### config.mk
export PLATFORM = sky130hd
export DESIGN_NAME = tlul_err_gate
export DESIGN_NICKNAME = d
export VERILOG_FILES = /design/src/rtl/tlul_pkg.sv /design/src/rtl/tlul_err.sv /design/src/rtl/tlul_err_gate.sv
export SDC_FILE = /design/constraint.sdc
export NUM_CORES = 1
export LEC_CHECK = 0
export ABC_AREA = 1
export CAP_MARGIN = 20
export CORE_AREA = 2 2 121 123
export CTS_CLUSTER_SIZE = 25
export DETAILED_ROUTE_END_ITERATION = 8
export DIE_AREA = 0 0 123 125
export MAX_ROUTING_LAYER = met4
export SKIP_CTS_REPAIR_TIMING = 1
export SYNTH_ARGS = -nofsm -noshare
export SYNTH_HDL_FRONTEND = slang
export SYNTH_SLANG_ARGS = --single-unit
### constraint.sdc
create_clock -name clk_i -period 2.2 [get_ports clk_i]
set_input_delay 0.44 -clock clk_i [delete_from_list [all_inputs] [get_ports clk_i]]
set_output_delay 0.44 -clock clk_i [all_outputs]
set_load 0.02 [all_outputs]
### src/rtl/tlul_pkg.sv
// Minimal TL-UL channel types and opcodes for a 32-bit data bus.
package tlul_pkg;

   localparam logic [2:0] PutFullData    = 3'h0;
   localparam logic [2:0] PutPartialData = 3'h1;
   localparam logic [2:0] Get            = 3'h4;
   localparam logic [2:0] AccessAck      = 3'h0;
   localparam logic [2:0] AccessAckData  = 3'h1;

   typedef struct packed {
      logic        a_valid;
      logic [2:0]  a_opcode;
      logic [2:0]  a_param;
      logic [1:0]  a_size;
      logic [7:0]  a_source;
      logic [31:0] a_address;
      logic [3:0]  a_mask;
      logic [31:0] a_data;
      logic [7:0]  a_user;
      logic        d_ready;
   } tlul_h2d_t;

   typedef struct packed {
      logic        d_valid;
      logic [2:0]  d_opcode;
      logic [2:0]  d_param;
      logic [1:0]  d_size;
      logic [7:0]  d_source;
      logic        d_sink;
      logic [31:0] d_data;
      logic [7:0]  d_user;
      logic        d_error;
      logic        a_ready;
   } tlul_d2h_t;

endpackage

### src/rtl/tlul_err.sv
// Legality check of a TL-UL A-channel request: opcode, size, alignment and mask.
module tlul_err
   import tlul_pkg::*;
(
   input  logic [2:0] opcode,
   input  logic [1:0] size,
   input  logic [1:0] addr,
   input  logic [3:0] mask,
   output logic       err_o
);

   logic [3:0] lane;
   logic       op_ok, addr_ok, mask_ok, full_ok;

   assign lane  = 4'b0001 << addr;
   assign op_ok = (opcode == Get) || (opcode == PutFullData) || (opcode == PutPartialData);

   always_comb begin
      addr_ok = 1'b0;
      mask_ok = 1'b0;
      full_ok = 1'b0;
      case (size)
         2'd0: begin
            addr_ok = 1'b1;
            mask_ok = ~|(mask & ~lane);
            full_ok = |(mask & lane);
         end
         2'd1: begin
            addr_ok = ~addr[0];
            mask_ok = addr[1] ? ~|mask[1:0] : ~|mask[3:2];
            full_ok = addr[1] ? &mask[3:2] : &mask[1:0];
         end
         2'd2: begin
            addr_ok = (addr == 2'd0);
            mask_ok = 1'b1;
            full_ok = &mask;
         end
         default: ;
      endcase
   end

   // A full write must enable every byte lane it covers; other opcodes skip that test.
   assign err_o = ~(op_ok & addr_ok & mask_ok & ((opcode != PutFullData) | full_ok));

endmodule

### src/rtl/tlul_err_gate.sv
// TL-UL filter: forwards legal host requests to the device, answers illegal ones
// with an in-order error response once all earlier device transactions have drained.
module tlul_err_gate
   import tlul_pkg::*;
#(
   parameter int          MaxOutstanding = 4,
   parameter logic [31:0] ErrData        = 32'hFFFF_FFFF
) (
   input  logic      clk_i,
   input  logic      rst_ni,
   input  tlul_h2d_t tl_h_i,
   output tlul_d2h_t tl_h_o,
   output tlul_h2d_t tl_d_o,
   input  tlul_d2h_t tl_d_i
);

   localparam int CntW = $clog2(MaxOutstanding + 1);

   typedef enum logic [1:0] {IDLE, DRAIN, ERR_RESP} state_t;

   state_t          state;
   logic [CntW-1:0] cnt;
   logic [2:0]      op_q;
   logic [1:0]      size_q;
   logic [7:0]      source_q;
   logic            err_raw, err, cnt_ok, inc, dec;

   tlul_err u_err (
      .opcode (tl_h_i.a_opcode),
      .size   (tl_h_i.a_size),
      .addr   (tl_h_i.a_address[1:0]),
      .mask   (tl_h_i.a_mask),
      .err_o  (err_raw)
   );

   assign err    = tl_h_i.a_valid & err_raw;
   assign cnt_ok = cnt < CntW'(MaxOutstanding);

   always_comb begin
      tl_d_o         = tl_h_i;
      tl_d_o.a_valid = 1'b0;
      tl_h_o         = tl_d_i;
      tl_h_o.a_ready = 1'b0;
      case (state)
         IDLE: begin
            // Illegal requests are sunk immediately, even with the device window full.
            if (err) begin
               tl_h_o.a_ready = 1'b1;
            end else begin
               tl_d_o.a_valid = tl_h_i.a_valid & cnt_ok;
               tl_h_o.a_ready = tl_d_i.a_ready & cnt_ok;
            end
         end
         ERR_RESP: begin
            tl_h_o.d_valid  = 1'b1;
            tl_h_o.d_opcode = (op_q == Get) ? AccessAckData : AccessAck;
            tl_h_o.d_param  = 3'd0;
            tl_h_o.d_size   = size_q;
            tl_h_o.d_source = source_q;
            tl_h_o.d_sink   = 1'b0;
            tl_h_o.d_data   = ErrData;
            tl_h_o.d_user   = '0;
            tl_h_o.d_error  = 1'b1;
            tl_d_o.d_ready  = 1'b0;
         end
         default: ;
      endcase
   end

   assign inc = tl_d_o.a_valid & tl_d_i.a_ready;
   assign dec = tl_d_i.d_valid & tl_d_o.d_ready;

   always_ff @(posedge clk_i or negedge rst_ni) begin
      if (!rst_ni) begin
         state    <= IDLE;
         op_q     <= '0;
         size_q   <= '0;
         source_q <= '0;
      end else begin
         case (state)
            IDLE: begin
               if (err) begin
                  op_q     <= tl_h_i.a_opcode;
                  size_q   <= tl_h_i.a_size;
                  source_q <= tl_h_i.a_source;
                  state    <= DRAIN;
               end
            end
            DRAIN:    if (cnt == '0) state <= ERR_RESP;
            ERR_RESP: if (tl_h_i.d_ready) state <= IDLE;
            default:  state <= IDLE;
         endcase
      end
   end

   // Clamped at both ends so a misbehaving device cannot wrap the count.
   always_ff @(posedge clk_i or negedge rst_ni) begin
      if (!rst_ni) begin
         cnt <= '0;
      end else if (inc && !dec && cnt_ok) begin
         cnt <= cnt + CntW'(1);
      end else if (dec && !inc && (cnt != '0)) begin
         cnt <= cnt - CntW'(1);
      end
   end

   a_cnt_overflow: assert property (@(posedge clk_i) disable iff (!rst_ni)
      (inc && !dec) |-> cnt_ok);
   a_cnt_underflow: assert property (@(posedge clk_i) disable iff (!rst_ni)
      (dec && !inc) |-> (cnt != '0));
   a_err_stable: assert property (@(posedge clk_i) disable iff (!rst_ni)
      (state == ERR_RESP && !tl_h_i.d_ready) |=>
      (state == ERR_RESP && $stable({op_q, size_q, source_q})));
   a_fwd_idle_only: assert property (@(posedge clk_i) disable iff (!rst_ni)
      (state != IDLE) |-> !tl_d_o.a_valid);

endmodule

## Word-level counts from Yosys, hierarchy flattened

Index checks and enable logic that the tools add are counted.

- $add $sub $neg: 2
- Order comparisons: 1
- Eq/ne operators: 10
- Shifts and indexed selects: 1
- Mux-type cells: 18
- Bitwise gates (word level): 14
- Reductions and logical operators: 28

Operators by type and width:

| operator | count |
|---|---|
| $mux W59 | 1 |
| $pmux W1 S3 | 3 |
| $and A1 B1 Y1 | 8 |
| $and A4 B4 Y4 | 2 |
| $mux W1 | 8 |
| $reduce_or A4 Y1 | 2 |
| $eq A3 B3 Y1 const B | 2 |
| $logic_not A2 Y1 | 3 |
| $logic_not A3 Y1 | 2 |
| $mux W2 | 3 |
| $mux W3 | 2 |
| $ne A2 B2 Y1 const B | 3 |
| $pmux W2 S3 | 1 |
| $reduce_and A2 Y1 | 3 |
| $reduce_bool A3 Y1 | 2 |
| $logic_not A1 Y1 | 5 |
| $eq A2 B1 Y1 const B | 2 |
| $eq A2 B2 Y1 const B | 2 |
| $logic_and A1 B1 Y1 | 4 |
| $not A4 Y4 | 1 |
| $reduce_and A4 Y1 | 1 |
| $reduce_or A2 Y1 | 2 |
| $shl A1 B2 Y4 const A | 1 |
| $add A3 B1 Y3 const B | 1 |
| other kinds (8) | 10 |

- Register bits after elaboration: 18
- Input bits: 156
- Logic and storage cells: 79

## Longest topological paths before layout

Gate-level depths: netlist (run 1).

- Depth in word-level cells: 18
- Mapped depth: 14
- Mapped depth without buffers: 14

## Cells and area by module

A second synthesis (run 1) with hierarchy kept.

- Cell total of the unflattened synthesis: 323
- Area, all modules: 2283.4 sq um

By module, submodules not included:

| module | times used | cells each | area each (sq um) | sequential area each (sq um) |
|---|---|---|---|---|
| tlul_err_gate | 1 | 268 | 2047.0 | 450.4 |
| tlul_err | 1 | 55 | 236.5 | 0.0 |

## Least setup slack after synthesis (run 1)

No wires, ideal clock.

- Path kind: input to register
- From: in tl_h_i[45] (netlist name)
- To: reg cnt[2]
- Arrival time: 1800 ps
- Required time: 2083 ps
- Slack: 283 ps
- Stages on the path: 13
- Buffers on the path: 0
- Path through: nor2_1 -> nor2_1 -> nor2_1 -> nand2_1 -> nor2_4 -> nand3_2 -> nor2_4 -> nand2_2 -> fa_1 -> inv_1 -> nand3_1 -> nand2_1 -> nand2_1

- Longest elaborated chain between the ends: 17

Ends and longest elaborated chain:

| element | RTL line | source |
|---|---|---|
| start, declared | tlul_err_gate.sv:11 | `input tlul_h2d_t tl_h_i,` |
| $shl A1 B2 Y4 | tlul_err.sv:15 | `assign lane = 4'b0001 << addr;` |
| $not A4 Y4 | tlul_err.sv:25 | `mask_ok = ~\|(mask & ~lane);` |
| $and A4 B4 Y4 | tlul_err.sv:25 |  |
| $reduce_or A4 Y1 | tlul_err.sv:25 |  |
| $logic_not A1 Y1 | tlul_err.sv:25 |  |
| $pmux W1 S3 | tlul_err.sv:22 | `case (size)` |
| $and A1 B1 Y1 | tlul_err.sv:43 | `assign err_o = ~(op_ok & addr_ok & mask_ok & ((opcode != PutFullData) \| full_ok));` |
| $and A1 B1 Y1 (*) | tlul_err.sv:43 |  |
| $not A1 Y1 (*) | tlul_err.sv:43 |  |
| $and A1 B1 Y1 (*) | tlul_err_gate.sv:36 | `assign err = tl_h_i.a_valid & err_raw;` |
| $mux W1 (*) | tlul_err_gate.sv:47 | `if (err) begin` |
| $mux W1 (*) | tlul_err_gate.sv:44 | `case (state)` |
| $and A1 B1 Y1 (*) | tlul_err_gate.sv:70 | `assign inc = tl_d_o.a_valid & tl_d_i.a_ready;` |
| $logic_not A1 Y1 | tlul_err_gate.sv:102 | `end else if (dec && !inc && (cnt != '0)) begin` |
| $logic_and A1 B1 Y1 (2 in a row) | tlul_err_gate.sv:102 |  |
| $reduce_bool A2 Y1 (no source line) | n/a |  |
| end signal, assigned | tlul_err_gate.sv:101 | `cnt <= cnt + CntW'(1);` |
| end signal, assigned | tlul_err_gate.sv:103 | `cnt <= cnt - CntW'(1);` |
| end, declared | tlul_err_gate.sv:22 | `logic [CntW-1:0] cnt;` |

Every way passes the cells marked *; elsewhere a longest branch is shown, timed or not.
A chain may end at the register's enable or synchronous reset.

==> impl_metrics.tcl, run 1 <==
set metrics [dict create \
    status "finished, violations left" \
    violations "setup timing" \
    hold_depth 2 \
    dr.pass1.iters 4 \
    cts_buffers 3 \
    rr_worst_depth 13 \
    ff2ff_setup_slack_ps 50 \
    synth_top_area_cell "buf_4" \
    peakVddDrop_mv 0.341 \
    totalWireLength_um 8250 \
    vias 2264 \
    io_pins 310 \
    timing.max_cap.violations 0 \
    maxSlewViolCount 0 \
    gp_congestion 0.783 \
    synth_edf_count 0 \
    finClkSkew_ps 4.78 \
    synthTopCellsByCount "buf_4 (92), nand2_1 (68), inv_1 (36)" \
    ant_nets 0 \
    critPathMaxStageDelay_ps 640 \
    netlist_instances 336 \
    worst-path-buf-inv 3 \
    die-area_um2 15400 \
    tns_ps -278 \
    clockBufferDepth 2 \
    areaGrowthSynthToFinish_pct 69.7 \
    grt_use_total_pct 10.2 \
    port_buffers 163 \
    place_hpwl_um 6350 \
    synth-main-ff-cell "dfrtp_1" \
    fp-row-count 44 \
    start_util_pct 16.0 \
    overflow 0 \
    synth_area_leaders "buf_4 (30%), dfrtp_1 (20%), nand2_1 (11%)" \
    async_flop_share_pct 100 \
    die_h_um 125 \
    yosysWarnings 0 \
    clk_latency_ps 260 \
    seq_area_frac_synth_pct 19.9 \
    critPathTopFamily "buffers and inverters" \
    hold_ws_ps 483 \
    synth_compound_area_share_pct 7.18 \
    nets 588 \
    grt_max_degree 45 \
    setup_slack_ps -60.6 \
    required_ps 1760 \
    rsz0062_at_grt "true" \
    synth_top_area_share_pct 30.5 \
    cp_max_fo 12 \
    cp_num_cells 6 \
    post_synth_and_or_nand_nor_area_fraction_pct 32.7 \
    antenna_found_initial 0 \
    grt_pass1_vias 2202 \
    htree_num_levels 1 \
    worstPathArrival_ps 1820 \
    setup_viol 6 \
    cts_sinks 18 \
    power_density_nw_per_um2 749 \
    drive_above_1_share_pct 24.9 \
    drt_iter0_markers 20 \
    synth_top_family_by_area "buffers and inverters" \
    post-route-min-period_ps 2260 \
    syn_avg_cell_area_um2 6.74 \
    min_path_type "reg -> reg" \
    tightest_slew_ps 420 \
    synth_fp_nets 493 \
    coreArea_um2 14200 \
    cts.clk_slew.worst_paths_ps 60 \
    synthMuxAreaShare_pct 0 \
    diodes 0 \
    endpoint_kind "primary output" \
    cp_slowest_cell "clkdlybuf4s50_1" \
    vias_per_cell 3.69 \
    power.leakage_nw 2.17 \
    max_slew_margin_pct 71.8 \
    root_buffer "clkbuf_16" \
    startpoint_type "flip-flop" \
    synthAdderAreaFrac_pct 0.883 \
    syn_area_um2 2270 \
    path_cells "inv_2 > nor2_4 > inv_2 > nand2_1 > nand2_1 > clkdlybuf4s50_1" \
    timing.fmax_ghz 0.442 \
    wl_per_cell_um 13.4 \
    die_x_um 123 \
    synth_cell_type_count 25 \
    hold_violations 0 \
    synth.most_common_cell "buf_4" \
    fin_crit_sh_pct 103 \
    path_class "reg -> out" \
    ys_ff_latch 18 \
    synth_xor_xnor_area_share_pct 0 \
    grt_pass1_wl_um 11800 \
    cts_tree "done" \
    drc 0 \
]
==> cell type report <==
class / count / area (um^2)
clock buffers: 4 / 88.8
multi-input cells: 177 / 960
inverters: 40 / 150
flip-flops and latches: 18 / 450
repair buffers: 191 / 1970
fillers: 1572 / 10400
well taps: 184 / 230
==> registers in the layout, indices dropped and copies added (netlist names) <==
| signal | cells |
|---|---|
| source_q | 8 |
| op_q | 3 |
| cnt | 3 |
| size_q | 2 |
| state | 2 |
==> per-stage QoR <==
stage	power (mW)	util, %	area, um^2	cells	setup WS [ps]
5_1_grt	3.12	27.1	3850	614	-172
3_3_place_gp	2.44	25.2	3580	605	-535
6_report	2.88	27.1	3850	614	-60.6
2_1_floorplan	1.79	-	2270	336	283
3_5_place_dp	2.47	25.2	3580	605	-643
4_1_cts	2.92	25.8	3670	609	-657
==> per-layer routing <==
| layer | GRT usage, % | vias up | part of all wire, % | wire length (um) |
|---|---|---|---|---|
| li1 | - | 1102 | - | - |
| met1 | 12.7 | 1001 | 43 | 3550 |
| met2 | 14.6 | 125 | 45 | 3670 |
| met3 | 3.15 | 36 | 8.8 | 726 |
| met4 | 5.28 | 0 | 3.7 | 303 |
| met5 | - | - | 0 | 0 |
==> path summary, 6_finish.rpt <==
path,endpoint,start
worst max-delay path,tl_h_o[56],state[1]$_DFFE_PN0P_
worst min-delay path,source_q[1]$_DFFE_PN0P_,source_q[1]$_DFFE_PN0P_
worst max register to register,cnt[2]$_DFFE_PN0P_,state[0]$_DFFE_PN0P_
worst min register to register,source_q[1]$_DFFE_PN0P_,source_q[1]$_DFFE_PN0P_
max in group asynchronous,source_q[3]$_DFFE_PN0P_,rst_ni
min in group asynchronous,source_q[5]$_DFFE_PN0P_,rst_ni
==> worst min-delay path: stages, from the launching register on <==
cell and delay [ps]:
dfrtp_1 340, nand2_1 60, o21ai_2 50
==> cells by family (layout without fill, tap and decap cells) <==
| group | after synthesis | after routing |
|---|---|---|
| AO/OA/AOI/OAI | 22 | 22 |
| adder cells (fa/ha/maj) | 1 | 1 |
| flip-flops | 18 | 18 |
| AND/OR/NAND/NOR | 154 | 154 |
| buffers and inverters | 141 | 235 |
==> power breakdown <==
part	internal, mW	leakage [nW]	switching (mW)
Sequential	0.491	0.223	0.105
Clock	0.278	0.0442	0.151
Combinational	0.883	1.90	0.975
==> placed cells by master (no fill, tap or decap), drive strengths merged <==
cell and count:
dlymetal6s2s 51, nand2 72, nor2 32, buf 34, a21oi 2, clkbuf 12, inv 40, o21ai 20
nor3 2, nand4 1, nand3 13, dfrtp 18, clkdlybuf4s50 98, or2 34, fa 1
(Power assumes the default switching activity.)
==> run 2: changes to the inputs <==
Settings changed: CTS_BUF_LIST set to sky130_fd_sc_hd__clkbuf_16.
==> impl_metrics.tcl, run 2 (same netlist as run 1, synthesis figures left out) <==
set metrics [dict create \
    status "finished, violations left" \
    violations "setup timing" \
    power.leakage_nw 2.17 \
    cp_slowest_cell "clkdlybuf4s50_1" \
    die_x_um 123 \
    regMostFlops "source_q" \
    largest_register_ffs 8 \
    root_buffer "clkbuf_16" \
    final_util_pct 27.0 \
    worstHoldStart "source_q[1]$_DFFE_PN0P_" \
    p_seq_share_pct 21.0 \
    finClkSkew_ps 2.13 \
    fp-row-count 44 \
    ant_nets 0 \
    critPathLaunch "state[1]$_DFFE_PN0P_" \
    rr_worst_depth 13 \
    cp_num_cells 6 \
    power.total_mw 2.84 \
    clockBufferDepth 2 \
    cp_max_fo 12 \
    tightest_slew_ps 423 \
    hold_violations 0 \
    nets 588 \
    cts.clk_slew.worst_paths_ps 60 \
    peakVddDrop_mv 0.340 \
    cts_buffers 3 \
    path_cells "inv_2 > nor2_4 > inv_2 > nand2_1 > nand2_1 > clkdlybuf4s50_1" \
    setup_slack_ps -59.4 \
    required_ps 1760 \
    ff2ff_setup_slack_ps 50 \
    hold_ws_ps 482 \
    worst-path-buf-inv 3 \
    timing.max_cap.violations 0 \
    antenna_found_initial 0 \
    maxSlewViolCount 0 \
    startpoint_type "flip-flop" \
    vias_per_cell 3.70 \
    die_h_um 125 \
    port_buffers 163 \
    clk_latency_ps 250 \
    rsz0062_at_grt "true" \
    cts_tree "done" \
    grt_pass1_wl_um 11800 \
    tns_ps -268 \
    grt_pass1_vias 2201 \
    power_density_nw_per_um2 740 \
    htree_num_levels 1 \
    r2r_start "state[0]$_DFFE_PN0P_" \
    final_common_cell "clkdlybuf4s50_1" \
    place_hpwl_um 6350 \
    io_pins 310 \
    vias 2273 \
    gp_congestion 0.783 \
    min_path_type "reg -> reg" \
    power.switching_mw 1.22 \
    power.internal_mw 1.62 \
    largestRegisters "source_q x8, cnt x3, op_q x3" \
    cts_sinks 18 \
    areaGrowthSynthToFinish_pct 69.3 \
    grt_max_degree 45 \
    combPwrFrac_pct 65.4 \
    hold_depth 2 \
    sw_frac_of_total_pct 43.1 \
    power_frac_clock_pct 13.6 \
    critPathTopFamily "buffers and inverters" \
    timing.fmax_ghz 0.443 \
    layout_common_cells "clkdlybuf4s50_1 (98), nand2_1 (67), dlymetal6s2s_1 (51)" \
    drc 0 \
    overflow 0 \
    wl_per_cell_um 13.4 \
    path_class "reg -> out" \
    worstPathArrival_ps 1820 \
    drive_above_1_share_pct 24.7 \
    totalWireLength_um 8230 \
    start_util_pct 16.0 \
    max_slew_margin_pct 71.6 \
    diodes 0 \
    placement.setup.worst_slack_ps -643 \
    dr.pass1.iters 4 \
    drt_iter0_markers 21 \
    post-route-min-period_ps 2260 \
    nFillCells 1573 \
    critPathMaxStageDelay_ps 640 \
    grt_use_total_pct 10.1 \
    fin_crit_sh_pct 103 \
    setup_viol 6 \
    endpoint_kind "primary output" \
    coreArea_um2 14200 \
    die-area_um2 15400 \
]
## run 2: worst register-to-register path: stages, from the launching register on
cell and delay (ps):
dfrtp_1 420, nor2_4 230, buf_4 160, buf_12 90, clkbuf_16 170, nor2_2 60
buf_4 120, nand2_1 80, nand2_2 80, fa_2 370, inv_2 70, nand3_1 70
nand2_1 70, nand2_1 50
## run 2: power groups by stage
stage	clock network [mW]	logic (mW)	registers, mW
5_1_grt	0.423	2.03	0.620
3_3_place_gp	0	1.84	0.597
2_1_floorplan	0	1.21	0.573
4_1_cts	0.417	1.87	0.597
6_report	0.386	1.86	0.597
3_5_place_dp	0	1.87	0.602
## run 2: metal layers
layer  global-route usage (%)  wire length (um)  vias up
met5                        -                 0        -
met1                     12.5              3500     1006
met4                     5.28               289        0
met3                     3.15               734       34
met2                     14.7              3700      131
li1                         -                 -     1102
## run 2: worst paths after layout
path                                      endpoint
max in group asynchronous  source_q[3]$_DFFE_PN0P_
max reg2reg                     cnt[2]$_DFFE_PN0P_
max                                     tl_h_o[56]
min reg2reg                source_q[1]$_DFFE_PN0P_
min                        source_q[1]$_DFFE_PN0P_
min in group asynchronous  source_q[6]$_DFFE_PN0P_
## run 2: through the flow
step / area, um^2 / std cells
floorplan: 2270 / 336
global placement: 3580 / 605
detailed placement: 3580 / 605
CTS: 3660 / 609
global route: 3840 / 614
finish: 3840 / 614
## run 2: cell type report
type | count | area [um^2] | area share [%]
timing repair buffer | 191 | 1970 | 51.3
inverter | 40 | 150 | 3.91
clock buffer | 3 | 75.1 | 1.96
multi-input combinational | 177 | 960 | 25.0
sequential | 18 | 450 | 11.7
clock inverter | 1 | 3.75 | 0.0978
tap | 184 | 230 | 6.00
==> run 3: changes to the inputs <==
Settings changed: CTS_CLUSTER_DIAMETER set to 120.
Clock period 2.2 ns to 2.51 ns, I/O delays scaled along.
==> impl_metrics.tcl, run 3 (same netlist as run 1, synthesis figures left out) <==
set metrics [dict create \
    status "completed" \
    vias_per_cell 3.64 \
    grt_use_total_pct 10.2 \
    power_density_nw_per_um2 669 \
    gp_congestion 0.792 \
    finClkSkew_ps 1.58 \
    path_class "reg -> out" \
    path_cells "nor2_4 > buf_12 > nand2_1 > nand2_1 > clkdlybuf4s50_1" \
    nFillCells 1577 \
    layout_common_cells "clkdlybuf4s50_1 (153), nand2_1 (68), inv_1 (36)" \
    peakVddDrop_mv 0.275 \
    cts_tree "done" \
    post-route-min-period_ps 2400 \
    cts_buffers 3 \
    cp_max_fo 47 \
    critPathMaxStageDelay_ps 650 \
    die-area_um2 15400 \
    timing.max_cap.violations 0 \
    cts_sinks 18 \
    endpoint_kind "primary output" \
    root_buffer "clkbuf_16" \
    clockBufferDepth 2 \
    port_buffers 163 \
    r2r_start "state[0]$_DFFE_PN0P_" \
    maxSlewViolCount 0 \
    power_frac_clock_pct 13.6 \
    final_util_pct 25.8 \
    cts.clk_slew.worst_paths_ps 60 \
    required_ps 2010 \
    regMostFlops "source_q" \
    vias 2205 \
    tns_ps 0 \
    startpoint_type "flip-flop" \
    power.internal_mw 1.40 \
    overflow 0 \
    hold_path_end "source_q[0]$_DFFE_PN0P_" \
    clk_latency_ps 250 \
    start_util_pct 16.0 \
    die_h_um 125 \
    hold_ws_ps 480 \
    drive_above_1_share_pct 18.0 \
    power.leakage_nw 1.74 \
    sw_frac_of_total_pct 42.9 \
    worstPathArrival_ps 1900 \
    largest_register_ffs 8 \
    io_pins 310 \
    max_slew_margin_pct 69.1 \
    rr_endpoint "cnt[2]$_DFFE_PN0P_" \
    rsz0062_at_grt "false" \
    fin_crit_sh_pct 95.6 \
    setup_viol 0 \
    grt_pass1_wl_um 12000 \
    antenna_found_initial 0 \
    setup_slack_ps 110 \
    crit_top_cell "nand2_1" \
    cp_slowest_cell "clkdlybuf4s50_1" \
    diodes 0 \
    worstHoldStart "source_q[0]$_DFFE_PN0P_" \
    drc 0 \
    ant_nets 0 \
    htree_num_levels 1 \
    drt_iter0_markers 54 \
    final_common_cell "clkdlybuf4s50_1" \
    dr.pass1.iters 4 \
    hold_depth 2 \
    ff2ff_setup_slack_ps 520 \
    place_hpwl_um 6430 \
    hold_violations 0 \
    tightest_slew_ps 460 \
    placement.setup.worst_slack_ps -407 \
    rr_worst_depth 12 \
    multiInputGateArea_um2 937 \
    grt_max_degree 48 \
    areaGrowthSynthToFinish_pct 61.5 \
    timing.fmax_ghz 0.417 \
    p_seq_share_pct 21.5 \
    die_x_um 123 \
    largestRegisters "source_q x8, cnt x3, op_q x3" \
    fp-row-count 44 \
    coreArea_um2 14200 \
    totalWireLength_um 8020 \
    wl_per_cell_um 13.2 \
    nets 580 \
    power.switching_mw 1.05 \
    min_path_type "reg -> reg" \
    grt_pass1_vias 2222 \
    seqCellArea_um2 450 \
    combPwrFrac_pct 64.9 \
]
## run 3: changes by cell type in the layout (fill, tap and decap cells not counted), moves of 2 or more
cell and delta:
clkdlybuf4s50_1 +55, dlymetal6s2s_1 -42, buf_4 -10, clkbuf_2 -6, inv_1 +4, inv_2 -4
o21ai_0 +3, buf_12 -2, buf_2 -2, o21ai_1 -2
## run 3: power groups by stage
stage	combinational [mW]	clock (mW)	sequential [mW]
global route	1.74	0.369	0.549
CTS	1.63	0.357	0.525
finish	1.59	0.334	0.525
detailed placement	1.62	0	0.529
global placement	1.60	0	0.523
floorplan	1.06	0	0.502
## run 3: routing by layer
metal / wire, um / vias to the layer above / track usage [%]
met5: 0 / - / -
met4: 299 / 0 / 4.95
met3: 762 / 32 / 3.51
met2: 3540 / 125 / 15.0
met1: 3420 / 964 / 12.4
li1: - / 1084 / -
## run 3: per-stage QoR
stage               instances  power, mW  instance area (um^2)
detailed placement        602       2.15                  3560
floorplan                 336       1.57                  2270
global route              606       2.66                  3660
global placement          602       2.12                  3560
CTS                       606       2.51                  3640
finish                    606       2.45                  3660
## run 3: how the worst max path moves through the flow
stage	from	to	slack (ps)
global route	state[0]$_DFFE_PN0P_	tl_h_o[43]	5
detailed placement	tl_h_i[46]	tl_h_o[0]	-410
global placement	tl_h_i[46]	tl_h_o[0]	-360
floorplan	tl_h_i[46]	tl_h_o[0]	500
CTS	tl_h_i[46]	tl_h_o[0]	-420
finish	state[0]$_DFFE_PN0P_	tl_h_o[43]	110
## run 3: critical path, delay by kind of cell (launching register included)
kind,cells,cell delay [ps]
flops,1,430
buf+inv,2,860
simple gates,3,330
## run 3: cell type report
type	count	share of cell area [%]
Inverter	40	4.10
Clock inverter	1	0.103
Multi-Input combinational cell	177	25.6
Clock buffer	3	2.05
Timing Repair Buffer	183	49.5
Sequential cell	18	12.3
Tap cell	184	6.29
